`src/rtl/program_loader_pkg.sv`:
```
// Shared definitions for the boot-time program loader.
// Loader FSM encodings, default UART timing and ROM geometry.
package program_loader_pkg;

  localparam int DEFAULT_CLK_PER_BIT = 868;
  localparam int DEFAULT_ROM_ADDRESS_BITWIDTH = 10;

  typedef enum logic [2:0] {
    LOADER_STATE_HEADER = 3'd0,
    LOADER_STATE_BODY   = 3'd1,
    LOADER_STATE_CHECK  = 3'd2,
    LOADER_STATE_DONE   = 3'd3,
    LOADER_STATE_ERROR  = 3'd4
  } loader_state_t;

  typedef enum logic [1:0] {
    RX_IDLE  = 2'd0,
    RX_START = 2'd1,
    RX_DATA  = 2'd2,
    RX_STOP  = 2'd3
  } rx_state_t;

  // Replace byte lane k of a little-endian word.
  function automatic logic [31:0] place_byte(
    input logic [31:0] w,
    input logic [1:0]  k,
    input logic [7:0]  b
  );
    logic [31:0] r;
    r = w;
    unique case (k)
      2'd0: r[7:0]   = b;
      2'd1: r[15:8]  = b;
      2'd2: r[23:16] = b;
      2'd3: r[31:24] = b;
      default: r = w;
    endcase
    return r;
  endfunction

endpackage

```
`src/rtl/program_loader_uart_receiver.sv`:
```
// 8N1 UART receiver for the program loader.
// Synchronizes rx, times bits from a mid-start resample, shifts LSB first.
module uart_receiver
  import program_loader_pkg::*;
#(
  parameter int CLK_PER_BIT = DEFAULT_CLK_PER_BIT
) (
  input  logic       clk,
  input  logic       reset_n,
  input  logic       rx,
  output logic       byte_valid,
  output logic [7:0] byte_data,
  output logic       frame_error
);

  localparam int CW = $clog2(CLK_PER_BIT);
  localparam logic [CW-1:0] HALF_M1 = CW'(CLK_PER_BIT / 2 - 1);
  localparam logic [CW-1:0] FULL_M1 = CW'(CLK_PER_BIT - 1);

  logic          meta_q;
  logic          sync_q;
  logic          prev_q;
  rx_state_t     state_q;
  rx_state_t     state_d;
  logic [CW-1:0] cnt_q;
  logic [CW-1:0] cnt_d;
  logic [2:0]    bit_q;
  logic [2:0]    bit_d;
  logic [7:0]    shift_q;
  logic [7:0]    shift_d;
  logic          valid_q;
  logic          valid_d;
  logic          ferr_q;
  logic          ferr_d;

  // Two-flop synchronizer plus one delayed copy for edge detection.
  always_ff @(posedge clk or negedge reset_n) begin
    if (!reset_n) begin
      meta_q <= 1'b1;
      sync_q <= 1'b1;
      prev_q <= 1'b1;
    end else begin
      meta_q <= rx;
      sync_q <= meta_q;
      prev_q <= sync_q;
    end
  end

  // Receiver state, bit timer and shift register.
  always_ff @(posedge clk or negedge reset_n) begin
    if (!reset_n) begin
      state_q <= RX_IDLE;
      cnt_q   <= '0;
      bit_q   <= '0;
      shift_q <= '0;
      valid_q <= 1'b0;
      ferr_q  <= 1'b0;
    end else begin
      state_q <= state_d;
      cnt_q   <= cnt_d;
      bit_q   <= bit_d;
      shift_q <= shift_d;
      valid_q <= valid_d;
      ferr_q  <= ferr_d;
    end
  end

  // Next-state: start edge, mid-start glitch check, data and stop sampling.
  always_comb begin
    state_d = state_q;
    cnt_d   = cnt_q + 1'b1;
    bit_d   = bit_q;
    shift_d = shift_q;
    valid_d = 1'b0;
    ferr_d  = 1'b0;
    unique case (state_q)
      RX_IDLE: begin
        cnt_d = '0;
        if (prev_q && !sync_q) state_d = RX_START;
      end
      RX_START: begin
        if (cnt_q == HALF_M1) begin
          cnt_d   = '0;
          bit_d   = '0;
          state_d = sync_q ? RX_IDLE : RX_DATA;
        end
      end
      RX_DATA: begin
        if (cnt_q == FULL_M1) begin
          cnt_d   = '0;
          shift_d = {sync_q, shift_q[7:1]};
          bit_d   = bit_q + 3'd1;
          if (bit_q == 3'd7) state_d = RX_STOP;
        end
      end
      RX_STOP: begin
        if (cnt_q == FULL_M1) begin
          cnt_d   = '0;
          state_d = RX_IDLE;
          valid_d = sync_q;
          ferr_d  = !sync_q;
        end
      end
      default: state_d = RX_IDLE;
    endcase
  end

  assign byte_valid  = valid_q;
  assign byte_data   = shift_q;
  assign frame_error = ferr_q;

endmodule

```
`src/rtl/program_loader.sv`:
```
// Boot loader: UART image -> instruction ROM, holds core reset until done.
// Optional checksum word after the body: PROGRAM_LOADER_CHECKSUM_EN.
module program_loader
  import program_loader_pkg::*;
#(
  parameter int CLK_PER_BIT          = DEFAULT_CLK_PER_BIT,
  parameter int ROM_ADDRESS_BITWIDTH = DEFAULT_ROM_ADDRESS_BITWIDTH
) (
  input  logic                            clk,
  input  logic                            reset_n,
  input  logic                            uart_rx,
  output logic                            rom_wren,
  output logic [ROM_ADDRESS_BITWIDTH-1:0] rom_write_address,
  output logic [31:0]                     rom_write_data,
  output logic                            cpu_reset_n,
  output logic                            load_done,
  output logic                            load_error
);

  localparam int WAW = ROM_ADDRESS_BITWIDTH - 2;
  localparam logic [31:0] CAPACITY = 32'(1) << WAW;
  localparam logic [WAW:0] ONE = (WAW + 1)'(1);

  logic          byte_valid;
  logic [7:0]    byte_data;
  logic          frame_error;

  loader_state_t state_q;
  loader_state_t state_d;
  logic [1:0]    byte_cnt_q;
  logic [31:0]   word_buf_q;
  logic [WAW:0]  word_cnt_q;
  logic [WAW:0]  word_cnt_d;
  logic [WAW:0]  word_total_q;
  logic [WAW:0]  word_total_d;
  logic [31:0]   full_word;
  logic          accepting;
  logic          word_done;
  logic          strobe;
`ifdef PROGRAM_LOADER_CHECKSUM_EN
  logic [31:0]   acc_q;
  logic [31:0]   acc_d;
`endif

  uart_receiver #(
    .CLK_PER_BIT(CLK_PER_BIT)
  ) u_rx (
    .clk        (clk),
    .reset_n    (reset_n),
    .rx         (uart_rx),
    .byte_valid (byte_valid),
    .byte_data  (byte_data),
    .frame_error(frame_error)
  );

  // Word completes on the fourth byte; only loading states consume bytes.
  always_comb begin
    full_word = place_byte(word_buf_q, 2'd3, byte_data);
    accepting = (state_q == LOADER_STATE_HEADER) ||
                (state_q == LOADER_STATE_BODY) ||
                (state_q == LOADER_STATE_CHECK);
    word_done = accepting && byte_valid && (byte_cnt_q == 2'd3);
  end

  // Loader FSM next-state and write strobe decision.
  always_comb begin
    state_d      = state_q;
    word_cnt_d   = word_cnt_q;
    word_total_d = word_total_q;
    strobe       = 1'b0;
`ifdef PROGRAM_LOADER_CHECKSUM_EN
    acc_d        = acc_q;
`endif
    unique case (state_q)
      LOADER_STATE_HEADER: begin
        if (frame_error) begin
          state_d = LOADER_STATE_ERROR;
        end else if (word_done) begin
          word_cnt_d = '0;
`ifdef PROGRAM_LOADER_CHECKSUM_EN
          acc_d = '0;
`endif
          if (full_word > CAPACITY) begin
            state_d = LOADER_STATE_ERROR;
          end else if (full_word == 32'd0) begin
`ifdef PROGRAM_LOADER_CHECKSUM_EN
            state_d = LOADER_STATE_CHECK;
`else
            state_d = LOADER_STATE_DONE;
`endif
          end else begin
            word_total_d = full_word[WAW:0];
            state_d      = LOADER_STATE_BODY;
          end
        end
      end
      LOADER_STATE_BODY: begin
        if (frame_error) begin
          state_d = LOADER_STATE_ERROR;
        end else if (word_done) begin
          strobe     = 1'b1;
          word_cnt_d = word_cnt_q + ONE;
`ifdef PROGRAM_LOADER_CHECKSUM_EN
          acc_d = acc_q + full_word;
          if (word_cnt_q == word_total_q - ONE)
            state_d = LOADER_STATE_CHECK;
`else
          if (word_cnt_q == word_total_q - ONE)
            state_d = LOADER_STATE_DONE;
`endif
        end
      end
`ifdef PROGRAM_LOADER_CHECKSUM_EN
      LOADER_STATE_CHECK: begin
        if (frame_error) begin
          state_d = LOADER_STATE_ERROR;
        end else if (word_done) begin
          state_d = (full_word == acc_q) ? LOADER_STATE_DONE
                                         : LOADER_STATE_ERROR;
        end
      end
`endif
      LOADER_STATE_DONE:  state_d = LOADER_STATE_DONE;
      LOADER_STATE_ERROR: state_d = LOADER_STATE_ERROR;
      default:            state_d = LOADER_STATE_ERROR;
    endcase
  end

  // FSM state, counters and byte assembly buffer.
  always_ff @(posedge clk or negedge reset_n) begin
    if (!reset_n) begin
      state_q      <= LOADER_STATE_HEADER;
      byte_cnt_q   <= '0;
      word_buf_q   <= '0;
      word_cnt_q   <= '0;
      word_total_q <= '0;
    end else begin
      state_q      <= state_d;
      word_cnt_q   <= word_cnt_d;
      word_total_q <= word_total_d;
      if (accepting && byte_valid) begin
        byte_cnt_q <= byte_cnt_q + 2'd1;
        word_buf_q <= place_byte(word_buf_q, byte_cnt_q, byte_data);
      end
    end
  end

`ifdef PROGRAM_LOADER_CHECKSUM_EN
  // Running sum of body words.
  always_ff @(posedge clk or negedge reset_n) begin
    if (!reset_n) acc_q <= '0;
    else          acc_q <= acc_d;
  end
`endif

  // Registered ROM write port and status outputs.
  always_ff @(posedge clk or negedge reset_n) begin
    if (!reset_n) begin
      rom_wren          <= 1'b0;
      rom_write_address <= '0;
      rom_write_data    <= '0;
      cpu_reset_n       <= 1'b0;
      load_done         <= 1'b0;
      load_error        <= 1'b0;
    end else begin
      rom_wren <= strobe;
      if (strobe) begin
        rom_write_address <= {word_cnt_q[WAW-1:0], 2'b00};
        rom_write_data    <= full_word;
      end
      cpu_reset_n <= (state_q == LOADER_STATE_DONE);
      load_done   <= (state_q == LOADER_STATE_DONE);
      load_error  <= (state_q == LOADER_STATE_ERROR);
    end
  end

endmodule
```
`config.mk`:
```
export PLATFORM = sky130hd
export DESIGN_NAME = program_loader
export DESIGN_NICKNAME = d
export VERILOG_FILES = /design/src/rtl/program_loader_pkg.sv /design/src/rtl/program_loader_uart_receiver.sv /design/src/rtl/program_loader.sv
export SDC_FILE = /design/constraint.sdc
export NUM_CORES = 1
export LEC_CHECK = 0
export CAP_MARGIN = 20
export CORE_MARGIN = 1.5
export CORE_UTILIZATION = 50
export CTS_CLUSTER_SIZE = 40
export DETAILED_ROUTE_END_ITERATION = 12
export GPL_ROUTABILITY_DRIVEN = 0
export HOLD_SLACK_MARGIN = 0.1
export PLACE_DENSITY_LB_ADDON = 0.05
export SYNTH_ARGS = -nofsm -noshare
export SYNTH_HDL_FRONTEND = slang
export SYNTH_SLANG_ARGS = --single-unit
```
`constraint.sdc`:
```
create_clock -name clk -period 6.5 [get_ports clk]
set_input_delay 0.975 -clock clk [delete_from_list [all_inputs] [get_ports clk]]
set_output_delay 0.975 -clock clk [all_outputs]
set_load 0.05 [all_outputs]
```
**Word-level counts from Yosys, hierarchy flattened**

Cells that the tools add are included.

- Output and inout port bits: 46
- Logic and storage cells: 111
- Register bits after elaboration: 118

- Bitwise logic cells: 3
- Order comparisons: 1
- Muxes and demuxes: 33
- $add $sub $neg: 5
- Eq/ne operators: 26
- Reductions and logical operators: 22

Operator list:

| cell | number |
|---|---|
| $mux 9 | 4 |
| $gt 32x9->1 const B | 1 |
| $logic_not 32->1 | 1 |
| $pmux 10 s3 | 1 |
| $mux 3 | 8 |
| $mux 10 | 2 |
| $pmux 9 s2 | 1 |
| $reduce_and 5->1 | 3 |
| $mux 2 | 7 |
| $add 10x1->10 const B | 1 |
| $eq 10x10->1 const B | 1 |
| $eq 10x9->1 const B | 1 |
| $ne 2x1->1 const B | 5 |
| $add 9x1->9 const B | 1 |
| $eq 9x9->1 | 1 |
| $pmux 3 s3 | 1 |
| $sub 9x1->9 const B | 1 |
| $eq 2x2->1 const B | 4 |
| $ne 2x2->1 const B | 4 |
| $pmux 2 s4 | 1 |
| $reduce_and 2->1 | 4 |
| $mux 1 | 7 |
| $eq 3x2->1 const B | 2 |
| $eq 3x3->1 const B | 2 |
| other kinds (16) | 26 |

**Longest topological paths before layout**

Gate-level depths: netlist (run 1).

- Depth after elaboration: 8
- Depth in mapped cells: 8
- Depth with buffers taken out: 7

**Cells and area by module**

From an unflattened synthesis (run 1), not the netlist that was laid out.

- Cells, all modules: 429
- Area total of the unflattened synthesis: 5355.1 um2

By module, submodules not included:

| module | sequential area each (um2) | area an instance (um2) | cells an instance | times used |
|---|---|---|---|---|
| program_loader | 2252.2 | 4101.4 | 322 | 1 |
| uart_receiver | 704.4 | 1253.7 | 107 | 1 |

**Worst setup path after synthesis (run 1)**

No wires, ideal clock.

- Kind: reg2reg
- From: register u_rx.cnt_q[0]
- To: register u_rx.shift_q[0], in the netlist u_rx.byte_data[0]
- Stages on the path, launching flop included: 6
- Slack: 4.456 ns
- Arrival: 1.918 ns
- Cell sequence: dfrtp_1 > ha_1 > or4bb_1 > or4_4 > buf_6 > mux2_4

- Longest elaborated chain between the ends: 2

RTL lines:

| item | line | text |
|---|---|---|
| start, declared | program_loader_uart_receiver.sv:25 | `logic [CW-1:0] cnt_q;` |
| start signal, assigned | program_loader_uart_receiver.sv:60 | `cnt_q <= cnt_d;` |
| $eq 10x10->1 | program_loader_uart_receiver.sv:89 | `if (cnt_q == FULL_M1) begin` |
| $reduce_and 2->1 (no line) | n/a |  |
| end signal, assigned | program_loader_uart_receiver.sv:62 | `shift_q <= shift_d;` |
| end, declared | program_loader_uart_receiver.sv:29 | `logic [7:0] shift_q;` |

No other way between the ends.
A chain may end at the register's enable or synchronous reset.

**Worst setup path in the final report (run 1)**

- From: register rom_write_data[29]
- To: output rom_write_data[29]

RTL lines:

| item | line | text |
|---|---|---|
| start, declared | program_loader.sv:14 | `output logic [31:0] rom_write_data,` |
| start signal, assigned | program_loader.sv:169 | `rom_write_data <= full_word;` |

No word-level cell between the ends.

==> run summary, run 1 <==
status: completed
Via density: 5.56
DR WL/cell: 16.2 um
Core ar.: 10400 um^2
Crit path max-delay family: buffers and inverters
P_sw: 0.000442 W
Setup crit end kind: output port
Post-route DRC: 0
total gr overflow: 0
worst min-delay path class: reg -> reg
Setup-failing EPs final: 0
register area share after synthesis: 55.1%
Clock transition at path regs: 0.06 ns
vias in the first global route: 3585
Top FF cell, synth: dfrtp_1
post-synthesis register bit count: 118
Worst Setup SP: rom_write_data[29]
CTS HTree Levels: 4
CTS tree: built
CP arrival: 1.69 ns
final hold vios: 0
minimum clock period: 2.67 ns
switching share of power: 23.5%
Multi-input gate area: 2240 um^2
diode count: 0
Synth cell types: 55
R2R Path Start: state_q[1]
worst slew pin tran: 1.04 ns
CP Cell Sequence: clkdlybuf4s50_1
initial antenna violation count: 0
Row Count: 37
Clock Path Buffers: 2
Yosys Warn Count: 0
Die ar.: 11400 um^2
top-area cell type share of the netlist area: 53.7%
Layout Nets: 506
Synth Area in XOR/XNOR: 2.78%
post-cts resize count: 0
via count: 3546
Post-Synthesis Cell Area: 5360 um^2
Comb pwr share: 6.7%
Setup Total Neg Slack: 0 ns
post-synthesis compound-gate area fraction: 5.69%
first-pass GRT wire length: 17.7 mm
Pint: 0.00144 W
Num CTS Buffers: 17
Leakage: 3.12 nW
Global Route Usage Sum: 20.0%
Reg power frac: 40.7%
I/O Pins: 49
total wire length: 10.4 mm
PwrDens: 288 nW/um^2
effective utilization at floorplan: 51.7%
CTS Hold Buffers Added: 0
critical path required time: 5.52 ns
fraction of layout cells with a size suffix above 1: 23.3%
Register Area: 2960 um^2
Tcrit/Tclk final: 41.1%
worst-path maximum fanout: 2
Yosys top cell by area: dfrtp_1
post-synthesis cell count: 440
min-delay src: u_rx.meta_q
Filler cells: 833
Async SR Flop Fraction: 100%
clock skew: 0.0117 ns
Worst Path Buf+Inv: 1
main combinational cell family by area after synthesis: multiplexers
Simple-Gate Fraction of Synth Area: 12.9%
Die Ht: 107 um
VDD IR max: 0.000177 V
slowest stage delay, CP: 0.82 ns
top post-synthesis cells by area: dfrtp_1, mux2_2, ha_1
total design power: 0.00188 W
clk sinks: 118
1st-pass router iterations: 4
critical path launch point type: flop
adder-cell share of the synthesized area: 3.27%
number of enable flip-flop cells after synthesis: 0
max-cap violations: 0
RSZ-0062 raised after global routing: false
WS Path Type: reg -> out
Die Span X: 107 um
Slew Limit Headroom: 30.7%
IO buf count: 46
Pins Over Slew Limit: 0
largest net degree at the start of global routing: 61
worst skew pair latency: 0.51 ns
Layout area overhead: 21.9%
fmax: 375 MHz
First DRT Iteration DRCs: 151
root buffer cell: clkbuf_8
post-DP HPWL: 6.86 mm
Avg Cell Area, Syn: 12.2 um^2
Clk pwr share: 52.6%
CP max stage cell: clkdlybuf4s50_1
Post-CTS Setup Inserts: 0
post-synthesis mux area share: 16.8%
antenna viol nets, final: 0
## logic make-up (layout without fill, tap and decap cells)
| kind of cell | Yosys count | after routing |
|---|---|---|
| AND/OR/NAND/NOR | 129 | 129 |
| flip-flops | 118 | 118 |
| multiplexers | 78 | 78 |
| AO/OA/AOI/OAI | 46 | 46 |
| buffers and inverters | 37 | 98 |
| XOR/XNOR | 17 | 17 |
| adder cells (fa/ha/maj) | 14 | 14 |
| other | 1 | 2 |
## power by group through the flow
stage	registers, W	logic [W]	clock network (W)
6_report	0.000766	0.000125	0.000989
2_1_floorplan	0.000776	0.0000958	0
5_1_grt	0.000769	0.000151	0.00104
4_1_cts	0.000766	0.000129	0.00101
3_5_place_dp	0.000779	0.000128	0
3_3_place_gp	0.000779	0.000124	0
## metal layers
metal,vias up,part of all wire [%],GRT usage (%)
met5,-,0,0
met4,0,1.2,7.43
met3,12,2.8,3.49
met2,65,48,32.1
met1,1805,48,27.2
li1,1664,-,-
## registers in the layout, indices dropped and copies added, names as in the netlist, 2 cells and up, named ones only
name and count:
byte_cnt_q 2, rom_write_address 8, rom_write_data 32, state_q 3, u_rx.bit_q 3, u_rx.byte_data 8
u_rx.cnt_q 10, word_buf_q 24, word_cnt_q 9, word_total_q 9
## path summary, 6_finish.rpt
path	slack, ns	cells past startpoint	to
max in group asynchronous	4.74	2	byte_cnt_q[1]
min in group asynchronous	0.54	1	rom_write_data[5]
setup reg to reg	3.94	5	word_total_q[3]
hold / removal	0.36	0	u_rx.sync_q
hold reg to reg	0.36	0	u_rx.sync_q
setup / recovery	3.83	1	rom_write_data[29]
## cells in the final DEF (no fill, tap or decap), types with 5 or more instances in the layout
cell	netlist	routed
nor2_1	23	23
xor2_1	7	7
nand2_1	34	33
a22o_1	5	5
inv_1	19	19
nand3_1	19	19
nand4_1	5	5
mux2_4	8	8
o21ai_0	18	18
mux2_2	62	62
nand2b_1	5	5
nor4_1	8	8
xnor2_1	10	10
ha_1	14	14
dfrtp_1	115	115
clkdlybuf4s50_1	0	45
a21oi_1	5	5
clkbuf_16	0	16
nor3_1	7	7
## Yosys cell counts (all sizes together) (2+ instances only)
| library cell | number |
|---|---|
| buf | 10 |
| xor2 | 7 |
| o41ai | 3 |
| or3b | 2 |
| o211ai | 2 |
| inv | 19 |
| dfrtp | 115 |
| and3 | 4 |
| a31oi | 2 |
| nand2b | 5 |
| or2 | 3 |
| clkbuf | 8 |
| nand4 | 5 |
| nand2 | 34 |
| nor3 | 8 |
| ha | 14 |
| and2 | 2 |
| or4 | 4 |
| nand3 | 19 |
| mux2 | 74 |
| xnor2 | 10 |
| dfstp | 3 |
| nor2 | 23 |
| nor4 | 9 |
| a21oi | 5 |
| o221ai | 2 |
| mux2i | 4 |
| o21ai | 18 |
| nand3b | 2 |
| a22o | 5 |
| and3b | 2 |
| nor3b | 2 |
## layout make-up
type,instances,area share [%]
Sequential cell,118,45.2
Multi-Input combinational cell,286,34.2
Timing Repair Buffer,47,7.12
Clock buffer,19,6.76
Clock inverter,13,2.97
Tap cell,136,2.60
Inverter,19,1.09
## per-stage QoR
step	instance area, um^2	util, %	setup WS (ns)	cells	hold slack, ns
floorplan	5370	-	4.46	441	0.345
global placement	5900	56.9	4.11	606	0.348
detailed placement	5900	56.9	4.00	606	0.349
CTS	6540	63.0	3.81	638	0.363
global route	6540	63.0	3.78	638	0.362
finish	6540	63.0	3.83	638	0.362
Note: power is estimated with default switching activity, not from simulation.
==> run 2: changes to the inputs <==
clock period = 2.78 ns   (was 6.5 ns; I/O delays follow)
==> run summary, run 2 (same netlist as run 1, synthesis figures left out) <==
final hold vios: 0 (unchanged)
GRT busiest layer: met2
IO buf count: 46 (unchanged)
Row Count: 37 (unchanged)
clock skew: 0.00952 ns (-0.00216 ns)
Layout area overhead: 21.4%
post-DP HPWL: 7.23 mm (+5.4%)
worst slew pin tran: 0.627 ns (-0.408 ns)
fmax: 445 MHz
PwrDens: 629 nW/um^2 (+120%)
status: completed
CTS HTree Levels: 4 (unchanged)
Setup Total Neg Slack: 0 ns (unchanged)
total gr overflow: 0 (unchanged)
largest net degree at the start of global routing: 49 (-20%)
clk sinks: 118 (unchanged)
max-cap violations: 0 (unchanged)
Die Ht: 107 um (unchanged)
Design Area, Final: 6510 um^2 (-0.34%)
RSZ-0062 raised after global routing: false
Biggest register: rom_write_data
CP Cell Sequence: nor4_1, nand4_1, nor4_4, and2_1, mux2_1
grt met1 use: 27.6% (+0.35 points)
met3 Resource Use GR: 4.17% (+0.67 points)
Setup-failing EPs final: 0 (unchanged)
first-pass GRT wire length: 18.3 mm (+3.5%)
1st-pass router iterations: 4 (unchanged)
worst min-delay path class: in -> reg
Die ar.: 11400 um^2 (unchanged)
Clock transition at path regs: 0.06 ns (about the same)
fraction of layout cells with a size suffix above 1: 23.1% (-0.18 points)
Crit path max-delay family: simple AND/OR/NAND/NOR gates
Worst Path Buf+Inv: 0 (-1)
vias in the first global route: 3637 (+1.5%)
CTS tree: built
WS Path Type: reg -> reg
Die Span X: 107 um (unchanged)
Core ar.: 10400 um^2 (unchanged)
Clock Path Buffers: 2 (unchanged)
Via density: 5.43 (-2.2%)
CP max stage cell: dfrtp_1
First DRT Iteration DRCs: 194 (+28%)
Largest register FFs: 32 (unchanged)
critical path launch point type: flop
Leakage: 3.11 nW (-0.19%)
minimum clock period: 2.25 ns
worst-path maximum fanout: 8 (+6)
Tcrit/Tclk final: 80.9%
via count: 3489 (-1.6%)
Num CTS Buffers: 17 (unchanged)
DR WL/cell: 16.5 um (+1.6%)
top flop regs: rom_write_data x32, word_buf_q x24, u_rx.cnt_q x10
Setup crit end kind: flop
diode count: 0 (unchanged)
placed cell area: 5950 um^2 (+0.81%)
Pins Over Slew Limit: 0 (unchanged)
Slew Limit Headroom: 58.2% (+27 points)
commonest cells after routing, fill and taps aside: dfrtp_1, mux2_2, clkdlybuf4s50_1, nand2_1, nor2_1
I/O Pins: 49 (unchanged)
total wire length: 10.6 mm (+2.2%)
worst skew pair latency: 0.51 ns (about the same)
root buffer cell: clkbuf_8
Layout Nets: 510 (+0.79%)
met2 Use GR: 33.3% (+1.1 points)
Non-Filler Instances: 642 (+0.63%)
commonest non-fill, non-tap cell in the layout: dfrtp_1
CP arrival: 2.64 ns (+0.95 ns)
Global Route Usage Sum: 20.8% (+0.81 points)
Post-route DRC: 0 (unchanged)
VDD IR max: 0.000527 V (+200%)
critical path required time: 3.17 ns (-2.35 ns)
placed cell count: 609 (+0.50%)
initial antenna violation count: 0 (unchanged)
effective utilization at floorplan: 51.7% (unchanged)
slowest stage delay, CP: 0.45 ns (-0.37 ns)
antenna viol nets, final: 0 (unchanged)
## run 2: changes by cell type in the layout (fill, tap and decap cells not counted), sizes merged
cell / delta
dlygate4sd3: +1
bufinv: -3
clkbuf: +5
buf: +3
inv: -2
## run 2: worst register-to-register path: stages (launching register included)
cell	delay, ns
dfrtp_1	0.45
nor4_1	0.30
nand4_1	0.23
nor4_4	0.42
and2_1	0.36
mux2_1	0.37
## run 2: repair_timing
| action | CTS | global route |
|---|---|---|
| resized for setup | 0 | 0 |
| buffers inserted | 0 | 0 |
| endpoints found under the hold margin | 43 | 0 |
| hold buffers | 1 | 0 |
## run 2: path summary, 6_finish.rpt
check / slack (ns) / cells past startpoint / end / from
min reg2reg: 0.36 / 0 / u_rx.sync_q / u_rx.meta_q
min in group asynchronous: 0.47 / 2 / word_buf_q[3] / reset_n
max reg2reg: 0.53 / 5 / word_total_q[7] / u_rx.byte_data[2]
max in group asynchronous: 1.56 / 3 / rom_write_data[10] / reset_n
min: 0.31 / 1 / u_rx.meta_q / uart_rx
max: 0.53 / 5 / word_total_q[7] / u_rx.byte_data[2]
## run 2: layout make-up
type | count | area [um^2]
fillers | 832 | 3860
flip-flops and latches | 118 | 2960
multi-input cells | 286 | 2240
repair buffers | 51 | 523
clock buffers | 24 | 480
well taps | 136 | 170
clock inverters | 8 | 75.1
inverters | 19 | 71.3
## run 2: power breakdown
part	internal [W]	switching, W	total [W]	leakage, nW
Clock	0.00127	0.000736	0.00201	0.263
Combinational	0.0000986	0.000200	0.000299	1.21
Sequential	0.00176	0.0000342	0.00179	1.63
Total	0.00313	0.000971	0.00410	3.11
## run 2: routing by layer
metal	vias to the layer above	part of all wire, %
li1	1674	-
met1	1752	48
met2	49	48
met3	14	2.5
met4	0	1.7
met5	-	0
## run 2: metrics by stage
stage          setup WS (ns)  utilization, %  hold WS (ns)  power, W
3_3_place_gp           0.596            57.3         0.348   0.00211
5_1_grt                0.343            62.8         0.302   0.00428
4_1_cts                0.516            62.8         0.300   0.00414
2_1_floorplan          0.736               -         0.121   0.00204
6_report               0.532            62.8         0.312   0.00410
3_5_place_dp           0.543            57.3         0.351   0.00212
==> run 3: changes to the inputs <==
clock period = 1.86 ns   (was 2.78 ns; I/O delays follow)
==> run summary, run 3 (same netlist as run 1, synthesis figures left out) <==
Non-Filler Instances: 710 (+11%)
Row Count: 37 (unchanged)
effective utilization at floorplan: 51.7% (unchanged)
worst skew pair latency: 0.52 ns (about the same)
fmax: 526 MHz (+18%)
Worst Setup SP: u_rx.cnt_q[1]
Die Span X: 107 um (unchanged)
DR WL/cell: 16.6 um (+0.47%)
critical path launch point type: flop
R2R Path Start: u_rx.cnt_q[1]
First DRT Iteration DRCs: 115 (-41%)
Setup Total Neg Slack: -0.389 ns (-0.389 ns)
Die ar.: 11400 um^2 (unchanged)
commonest non-fill, non-tap cell in the layout: dfrtp_1
antenna viol nets, final: 0 (unchanged)
Slew Limit Headroom: 66.2% (+8.0 points)
post-DP HPWL: 7.94 mm (+9.7%)
total gr overflow: 0 (unchanged)
final hold vios: 0 (unchanged)
worst min-delay path class: in -> reg
CTS HTree Levels: 4 (unchanged)
VDD IR max: 0.000737 V (+40%)
placed cell area: 6460 um^2 (+8.6%)
Tcrit/Tclk final: 102% (+21 points)
RSZ-0062 raised after global routing: true
vias in the first global route: 4030 (+11%)
worst-path maximum fanout: 8 (unchanged)
worst slew pin tran: 0.509 ns (-0.118 ns)
worst setup margin: -0.0429 ns (-0.575 ns)
Design Area, Final: 7180 um^2 (+10%)
largest net degree at the start of global routing: 36 (-27%)
Leakage: 3.75 nW (+20%)
end of the critical path: u_rx.byte_data[3]
Setup crit end kind: flop
failing checks: negative setup slack
status: finished with violations
Clock Path Buffers: 2 (unchanged)
worst reg2reg endpoint: u_rx.byte_data[3]
root buffer cell: clkbuf_8
CP arrival: 2.30 ns (-0.34 ns)
clock skew: 0.00787 ns (-0.00165 ns)
fraction of layout cells with a size suffix above 1: 35.9% (+13 points)
Clock transition at path regs: 0.06 ns (about the same)
I/O Pins: 49 (unchanged)
PwrDens: 940 nW/um^2 (+49%)
CTS tree: built
Filler cells: 806 (-3.1%)
Num CTS Buffers: 17 (unchanged)
Post-route DRC: 0 (unchanged)
Layout area overhead: 33.9%
WS Path Type: reg -> reg
Setup-failing EPs final: 13 (+13)
Core ar.: 10400 um^2 (unchanged)
critical path required time: 2.26 ns (-0.91 ns)
total wire length: 11.8 mm (+11%)
first-pass GRT wire length: 19.5 mm (+7.0%)
Reg2Reg Setup Slack: -0.04 ns (-0.57 ns)
Register Area: 2960 um^2 (unchanged)
minimum clock period: 1.90 ns (-0.345 ns)
commonest cells after routing, fill and taps aside: dfrtp_1, buf_4, mux2_2, dlygate4sd2_1, nand2_1
top flop regs: rom_write_data x32, word_buf_q x24, u_rx.cnt_q x10
via count: 3771 (+8.1%)
initial antenna violation count: 0 (unchanged)
setup slack after placement: -0.182 ns (-0.725 ns)
Reg2Reg Depth: 4 (-1)
Die Ht: 107 um (unchanged)
clk sinks: 118 (unchanged)
Layout Nets: 578 (+13%)
1st-pass router iterations: 4 (unchanged)
Pins Over Slew Limit: 0 (unchanged)
max-cap violations: 0 (unchanged)
Biggest register: rom_write_data
Global Route Usage Sum: 22.6% (+1.8 points)
Via density: 5.31 (-2.3%)
Largest register FFs: 32 (unchanged)
Multi-input gate area: 2370 um^2 (+6.2%)
placed cell count: 672 (+10%)
diode count: 0 (unchanged)
worst hold margin: 0.169 ns (-0.143 ns)
IO buf count: 46 (unchanged)
-- run 3: cell type report --
cell class              instances  area share, %
multi-input cells             287           33.1
flip-flops and latches        118           41.2
clock inverters                 8           2.02
inverters                      19          0.993
clock buffers                  24           6.55
repair buffers                118           13.8
well taps                     136           2.37
-- run 3: worst max-delay path, cell delays in order (launching register included) --
cell	delay, ns
dfrtp_1	0.35
ha_2	0.18
or4bb_1	0.38
or4_4	0.53
mux2_4	0.33
-- run 3: power breakdown --
| group | internal, W | switching (W) | leakage (nW) |
|---|---|---|---|
| Sequential | 0.00263 | 0.0000327 | 1.63 |
| Combinational | 0.000310 | 0.000405 | 1.82 |
| Clock | 0.00228 | 0.00110 | 0.295 |
-- run 3: worst min path at each step --
stage,start,end,depth (start not counted)
final,uart_rx,u_rx.meta_q,1
after global routing,uart_rx,u_rx.meta_q,1
after CTS,uart_rx,u_rx.meta_q,1
after detailed placement,reset_n,rom_write_address[6],1
after global placement,reset_n,rom_write_data[3],1
after floorplan,reset_n,async pin,0
-- run 3: repair_timing --
item	in CTS	in global routing
setup buffers	3	2
hold buffers	1	0
gates resized for setup	49	21
endpoints found under the setup margin	74	35
cloned	0	1
hold endpoints to repair	63	0
pin swaps	2	10
-- run 3: metrics by stage --
stage          total power (W)  util, %
2_1_floorplan          0.00305        -
3_3_place_gp           0.00327     62.3
3_5_place_dp           0.00328     62.3
4_1_cts                0.00671     68.3
5_1_grt                0.00700     69.3
6_report               0.00675     69.3
-- run 3: layer usage --
layer  up-vias  GRT usage (%)  wire (um)
li1       1803              -          -
met1      1879           27.8       5300
met2        68           37.8       5880
met3        21           5.64        354
met4         0           9.52        229
met5         -              0          0
